File: config.mk
export PLATFORM = sky130hd
export DESIGN_NAME = parity_frame_tx
export DESIGN_NICKNAME = d
export VERILOG_FILES = /design/src/rtl/parity_frame_tx_pkg.sv /design/src/rtl/parity_frame_tx_check.sv /design/src/rtl/parity_frame_tx.sv
export SDC_FILE = /design/constraint.sdc
export NUM_CORES = 1
export LEC_CHECK = 0
export BUFFER_PORTS_ARGS = -buffer_cell sky130_fd_sc_hd__buf_2
export CAP_MARGIN = 25
export CORE_MARGIN = 3
export CORE_UTILIZATION = 40
export DETAILED_ROUTE_END_ITERATION = 10
export PLACE_DENSITY = 0.71
export SETUP_SLACK_MARGIN = 0.2
export SLEW_MARGIN = 15
export SYNTH_ARGS = -nofsm -noshare
export SYNTH_HDL_FRONTEND = slang
export SYNTH_SLANG_ARGS = --single-unit
File: constraint.sdc
create_clock -name clk -period 2.3 [get_ports clk]
set_clock_uncertainty 0.2 [all_clocks]
set_input_delay 0.23 -clock clk [delete_from_list [all_inputs] [get_ports clk]]
set_output_delay 0.23 -clock clk [all_outputs]
set_load 0.02 [all_outputs]
File: src/rtl/parity_frame_tx_pkg.sv
// Shared types and framing constants for the parity frame transmitter.
package parity_frame_tx_pkg;

  typedef enum logic [1:0] {
    IDLE  = 2'd0,
    START = 2'd1,
    DATA  = 2'd2,
    STOP  = 2'd3
  } state_t;

  localparam int   FRAME_DATA_BITS = 9;
  localparam logic START_BIT       = 1'b0;
  localparam logic STOP_BIT        = 1'b1;

endpackage

File: src/rtl/parity_frame_tx_check.sv
// Combinational parity re-check of a 9-bit {parity, data} word; check=1 flags an error.
module parity_check9 (
  input  logic [8:0] word,
  input  logic       odd_mode,
  output logic       check
);

  assign check = (^word) ^ odd_mode;

endmodule

File: src/rtl/parity_frame_tx.sv
// Accepts a parity-encoded word, re-checks its parity and serialises it as
// start bit, 9 bits LSB first, stop bit, with CLKS_PER_BIT clocks per bit.
module parity_frame_tx
  import parity_frame_tx_pkg::*;
#(
  parameter int CLKS_PER_BIT = 4,
  parameter int ERR_CNT_W    = 8
) (
  input  logic                 clk,
  input  logic                 reset,
  input  logic [8:0]           in_word,
  input  logic                 parity_control,
  input  logic                 in_valid,
  output logic                 in_ready,
  output logic                 tx_out,
  output logic                 tx_busy,
  output logic                 frame_done,
  output logic                 parity_err,
  output logic [ERR_CNT_W-1:0] err_count
);

  localparam logic [7:0] BAUD_LAST = 8'(CLKS_PER_BIT - 1);
  localparam logic [3:0] LAST_BIT  = 4'(FRAME_DATA_BITS - 1);
  localparam logic [ERR_CNT_W-1:0] CNT_MAX = {ERR_CNT_W{1'b1}};

  state_t               state_q, state_d;
  logic [7:0]           baud_q, baud_d;
  logic [3:0]           bit_q, bit_d;
  logic [8:0]           shift_q, shift_d;
  logic                 tx_q, tx_d;
  logic                 perr_q, perr_d;
  logic [ERR_CNT_W-1:0] cnt_q, cnt_d;
  logic                 check;
  logic                 baud_wrap;

  parity_check9 u_check (
    .word     (in_word),
    .odd_mode (parity_control),
    .check    (check)
  );

  assign baud_wrap  = (baud_q == BAUD_LAST);
  assign in_ready   = (state_q == IDLE);
  assign tx_busy    = (state_q != IDLE);
  assign frame_done = (state_q == STOP) && baud_wrap;
  assign tx_out     = tx_q;
  assign parity_err = perr_q;
  assign err_count  = cnt_q;

  always_comb begin
    state_d = state_q;
    baud_d  = baud_q;
    bit_d   = bit_q;
    shift_d = shift_q;
    tx_d    = tx_q;
    perr_d  = perr_q;
    cnt_d   = cnt_q;
    case (state_q)
      IDLE: begin
        tx_d = STOP_BIT;
        if (in_valid) begin
          state_d = START;
          baud_d  = 8'd0;
          bit_d   = 4'd0;
          shift_d = in_word;
          tx_d    = START_BIT;
          perr_d  = check;
          if (check && (cnt_q != CNT_MAX)) cnt_d = cnt_q + ERR_CNT_W'(1);
        end
      end
      START: begin
        if (baud_wrap) begin
          state_d = DATA;
          baud_d  = 8'd0;
          tx_d    = shift_q[0];
        end else begin
          baud_d = baud_q + 8'd1;
        end
      end
      DATA: begin
        if (baud_wrap) begin
          baud_d = 8'd0;
          if (bit_q == LAST_BIT) begin
            state_d = STOP;
            tx_d    = STOP_BIT;
          end else begin
            // tx is registered, so load the bit that becomes current after the shift
            bit_d   = bit_q + 4'd1;
            shift_d = shift_q >> 1;
            tx_d    = shift_q[1];
          end
        end else begin
          baud_d = baud_q + 8'd1;
        end
      end
      STOP: begin
        if (baud_wrap) begin
          state_d = IDLE;
          baud_d  = 8'd0;
        end else begin
          baud_d = baud_q + 8'd1;
        end
      end
      default: state_d = IDLE;
    endcase
  end

  always_ff @(posedge clk) begin
    if (reset) begin
      state_q <= IDLE;
      baud_q  <= 8'd0;
      bit_q   <= 4'd0;
      shift_q <= 9'd0;
      tx_q    <= STOP_BIT;
      perr_q  <= 1'b0;
      cnt_q   <= '0;
    end else begin
      state_q <= state_d;
      baud_q  <= baud_d;
      bit_q   <= bit_d;
      shift_q <= shift_d;
      tx_q    <= tx_d;
      perr_q  <= perr_d;
      cnt_q   <= cnt_d;
    end
  end

endmodule

Yosys cells after proc, flatten, opt, wreduce, memory -nomap -nowiden

Cells that the tools add are included.

Add/sub/neg operators: 3
Equality and inequality tests: 12
Multiplexer cells: 22
Bitwise logic cells: 1
Reductions and logical operators: 13

Operator list:

| cell                | count |
|---|---|
| $mux 9              | 3 |
| $pmux 9 s2          | 1 |
| $add 8x1->8 const B | 2 |
| $mux 8              | 2 |
| $pmux 8 s2          | 1 |
| $mux 4              | 3 |
| $ne 2x2->1 const B  | 6 |
| $mux 2              | 5 |
| $reduce_xor 9->1    | 1 |
| $eq 8x2->1 const B  | 1 |
| $ne 8x8->1 const B  | 1 |
| $pmux 2 s4          | 1 |
| $pmux 4 s2          | 1 |
| $reduce_and 3->1    | 2 |
| $reduce_and 5->1    | 1 |
| $add 4x1->4 const B | 1 |
| $eq 2x2->1 const B  | 2 |
| $eq 4x4->1 const B  | 1 |
| $mux 1              | 4 |
| $reduce_and 4->1    | 1 |
| $reduce_bool 2->1   | 2 |
| $pmux 1 s3          | 1 |
| $reduce_bool 3->1   | 1 |
| $reduce_or 3->1     | 1 |
| other kinds (5)     | 6 |

Flip-flop bits (word level): 33

Depth between registers and ports, before layout

Depth in word-level cells: 4
Mapped depth: 9
Depth with buffers taken out: 7

By module

From an unflattened synthesis, not the netlist that was laid out.

Cells, all modules: 214
Area total of the unflattened synthesis: 1865.5 um^2

By module, submodules not included:

| module          | instances | cells each | area an instance (um^2) |
|---|---|---|---|
| parity_frame_tx | 1         | 206        | 1774.2 |
| parity_check9   | 1         | 8          | 91.3 |

Worst setup path before layout

No wires, ideal clock.

Path kind: flip-flop to flip-flop
From: register state_q[0]
To: register shift_q[7]
Arrival: 1.909 ns
Data required time: 1.966 ns
Slack: 0.057 ns
Stages on the path, launching flop included: 10
Buffers on the path: 2
Cell sequence: dfxtp_1 inv_1 ha_1 clkbuf_1 inv_1 nor2_1 nor2_4 buf_4 nor2_1 a211oi_1

Word-level cells in the longest chain between the ends: 3
Elaborated cells between the ends (all ways): 8

RTL lines:

| item                                                             | line                   | RTL |
|---|---|---|
| start: declaration                                               | parity_frame_tx.sv:26  | `state_t state_q, state_d;` |
| start signal: assignment                                         | parity_frame_tx.sv:118 | `state_q <= state_d;` |
| $logic_not 2->1 *                                                | n/a                    |  |
| via in_ready                                                     | parity_frame_tx.sv:14  | `output logic in_ready,` |
| $ne 2x2->1 (no line) / $reduce_bool 2->1 (equally long branches) | n/a                    |  |
| $reduce_and 4->1 (no line)                                       | n/a                    |  |
| end signal: assignment                                           | parity_frame_tx.sv:121 | `shift_q <= shift_d;` |
| end: declaration                                                 | parity_frame_tx.sv:29  | `logic [8:0] shift_q, shift_d;` |

The timed path passes the listed nets; every way through them passes the cells marked *.
A chain may end at the register's enable or synchronous reset.

Final worst setup path

From: register baud_q[1]
To: output frame_done

Word-level cells in the longest chain between the ends: 2

RTL lines:

| item                     | line                   | RTL |
|---|---|---|
| start: declaration       | parity_frame_tx.sv:27  | `logic [7:0] baud_q, baud_d;` |
| start signal: assignment | parity_frame_tx.sv:119 | `baud_q <= baud_d;` |
| $eq 8x2->1               | parity_frame_tx.sv:42  | `assign baud_wrap = (baud_q == BAUD_LAST);` |
| $logic_and 1x1->1        | parity_frame_tx.sv:45  | `assign frame_done = (state_q == STOP) && baud_wrap;` |
| end: declaration         | parity_frame_tx.sv:17  | `output logic frame_done,` |

No other way between the ends.

==> impl_metrics.tcl <==
set metrics [dict create \
    cp_top_family "simple AND/OR/NAND/NOR gates" \
    cap_violations 0 \
    crit_type "reg2out" \
    cp-start-kind "flop" \
    post-place-ws_ps 2.594 \
    timing.hold.ws_ps 99.33 \
    synth_edf_count 0 \
    coreArea_um2 4414 \
    die_y_um 74.25 \
    place_congestion 0.7957 \
    hold_class "in2reg" \
    power.leakage_nw 0.8574 \
    synthTopCellsByCount "dfxtp_1, nor2_1, a21oi_1" \
    avgSynthCellArea_um2 8.788 \
    syn-cell-area_um2 1863 \
    cts_sinks 33 \
    die-area_um2 5512 \
    critPathRequiredTime_ps 1870 \
    ys_async_sr_fraction 0 \
    antenna_found_initial 0 \
    grt_max_degree 20 \
    worstMarginPinSlew_ps 517.0 \
    num_vias 1623 \
    grt_pass1_wl_um 6430 \
    grt_pass1_vias 1446 \
    ant_nets 0 \
    synth.yosys.seq_area_share 0.3546 \
    clk_path_buf_depth 2 \
    viasPerCell 5.502 \
    netlist.area_leader.share 0.3546 \
    syn_nets 233 \
    dpl.cell_count 284 \
    crit_fanout 5 \
    cts_tree "built" \
    cp-startpoint "baud_q[1]" \
    cpPeakStageDelay_ps 390 \
    ir_drop_v 0.0004563 \
    grt_overflow_total 0 \
    yosysWarningCount 0 \
    rsz0062_at_grt "false" \
    synthFlopType "dfxtp_1" \
    final_cells 295 \
    status "finished, final reports clean" \
    ys_top_cells_by_area "dfxtp_1, ha_1, mux2i_1, nor2_1, a211oi_1" \
    portBuffers 25 \
    fin_nets 264 \
    synthCells 212 \
    area_delta_synth_final_pct 19.81 \
    power_density_nw_per_um2 1063 \
    htreeDepth 2 \
    slew_viol_final 0 \
    drc_errors 0 \
    wl_um 3830 \
    cts.reportedPaths.clkPinSlew_ps 60 \
    yosysTopAreaCell "dfxtp_1" \
    cp.arrival_ps 1590 \
    ys_types 49 \
    hold_viol 0 \
    finalSetupViolations 0 \
    r2r_start "baud_q[1]" \
    cts_buffers 5 \
    fillCellCount 426 \
    worstSetupEndpointType "output port" \
    setup_ws_ps 282.1 \
    dp_hpwl_um 2729 \
    die_w_um 74.25 \
    synth-seq-cells 33 \
    fmax_mhz 495.6 \
    cp_slowest_cell "dfxtp_1" \
    crit_chain "ha_4 > nor4b_4 > and3_1 > buf_2" \
    period_needed_ps 2018 \
    insertion_delay_ps 280 \
    max-slew-margin-rel 0.6553 \
    synthMostInstantiatedCell "dfxtp_1" \
    drtIter0Drc 108 \
    final_min_period_over_clock_period 0.8774 \
    num_rows 24 \
    path_buf_inv 1 \
    track_usage 0.1499 \
    hold_start "in_word[4]" \
    first_pass_iters 4 \
    tns_ps 0 \
    initial_core_util 0.4221 \
    postLayoutCoreUtil 0.5057 \
    io_pins 26 \
    diodes 0 \
    clock-root-buffer "clkbuf_8" \
    wl_per_cell_um 12.98 \
    drive_gt1_frac 0.2263 \
]
## cell usage in the layout (no fill, tap or decap), types with 2 or more instances in the layout
master    Yosys  routed
dfxtp_1      33      32
buf_2         0      25
nor2_1       24      23
a21oi_1      13      13
nand2_1      12      12
a211oi_1     10      10
mux2i_1       9       9
inv_1         8       8
nor3_1        8       8
nand3_1       7       7
xnor2_1       8       7
buf_4         1       7
ha_1          8       6
clkbuf_8      0       6
o21ai_0       6       5
nand3b_1      5       5
and3_1        4       4
nand2b_1      4       4
nor2b_1       4       4
or4_1         3       3
a41oi_1       2       2
a311oi_1      2       2
nor2_4        1       2
a22oi_1       2       2
and2_1        2       2
o31ai_1       3       2
mux2_1        2       2
o21a_1        2       2
## registers in the layout, summed over array words and instances (netlist names)
register and cells:
shift_q 9, baud_q 8, err_count 8, bit_q 4, state_q 2, parity_err 1, tx_out 1
## layer usage
metal  vias to the layer above  track usage  part of all wire
met5                         -            0                 0
met4                         0      0.05336             0.015
met2                        33       0.2303              0.46
met1                       760       0.1995              0.48
met3                         5      0.04595             0.053
li1                        825            -                 -
## cell type report
| class | count | area, um2 | area share |
|---|---|---|---|
| well taps | 52 | 65.06 | 0.02915 |
| flip-flops and latches | 33 | 661.9 | 0.2965 |
| repair buffers | 34 | 207.7 | 0.09305 |
| multi-input cells | 161 | 1181 | 0.5291 |
| clock buffers | 7 | 86.33 | 0.03868 |
| inverters | 8 | 30.03 | 0.01345 |
## path summary, 6_finish.rpt
path | slack (ps) | cells past startpoint | end
hold / removal | 100 | 3 | shift_q[4]
setup reg to reg | 290 | 7 | state_q[0]
setup / recovery | 280 | 4 | frame_done
hold reg to reg | 290 | 2 | shift_q[8]
## cell families after synthesis
family	synth area share
compound gates	0.1934
xor+xnor	0.05440
fa+ha+maj	0.05373
buf+inv	0.04231
flops	0.3546
mux	0.07454
simple gates	0.2270
## timing repair
item	CTS	global route
endpoints found under the setup margin	9	21
buffers inserted	1	2
pin swaps	1	3
resized for setup	0	10
endpoints found under the hold margin	1	0
hold buffers	1	0
## power by group
| part | switching (mW) | internal [mW] |
|---|---|---|
| clock | 0.200 | 0.237 |
| combinational | 0.648 | 0.500 |
| sequential | 0.0845 | 0.703 |
| total | 0.932 | 1.44 |
## worst register-to-register path, stage by stage, from the launching register on
cell	delay (ps)
dfxtp_1	390
ha_4	170
nor4b_4	340
buf_4	190
nand2_1	130
o22a_1	280
nor3_1	140
nor3_1	60
## per-stage QoR
stage          area (um2)  power [mW]
2_1_floorplan        1871       1.594
3_3_place_gp         2049       1.783
3_5_place_dp         2049       1.788
4_1_cts              2166       2.304
5_1_grt              2232       2.552
6_report             2232       2.373
Power figures use the tool's default switching activity.
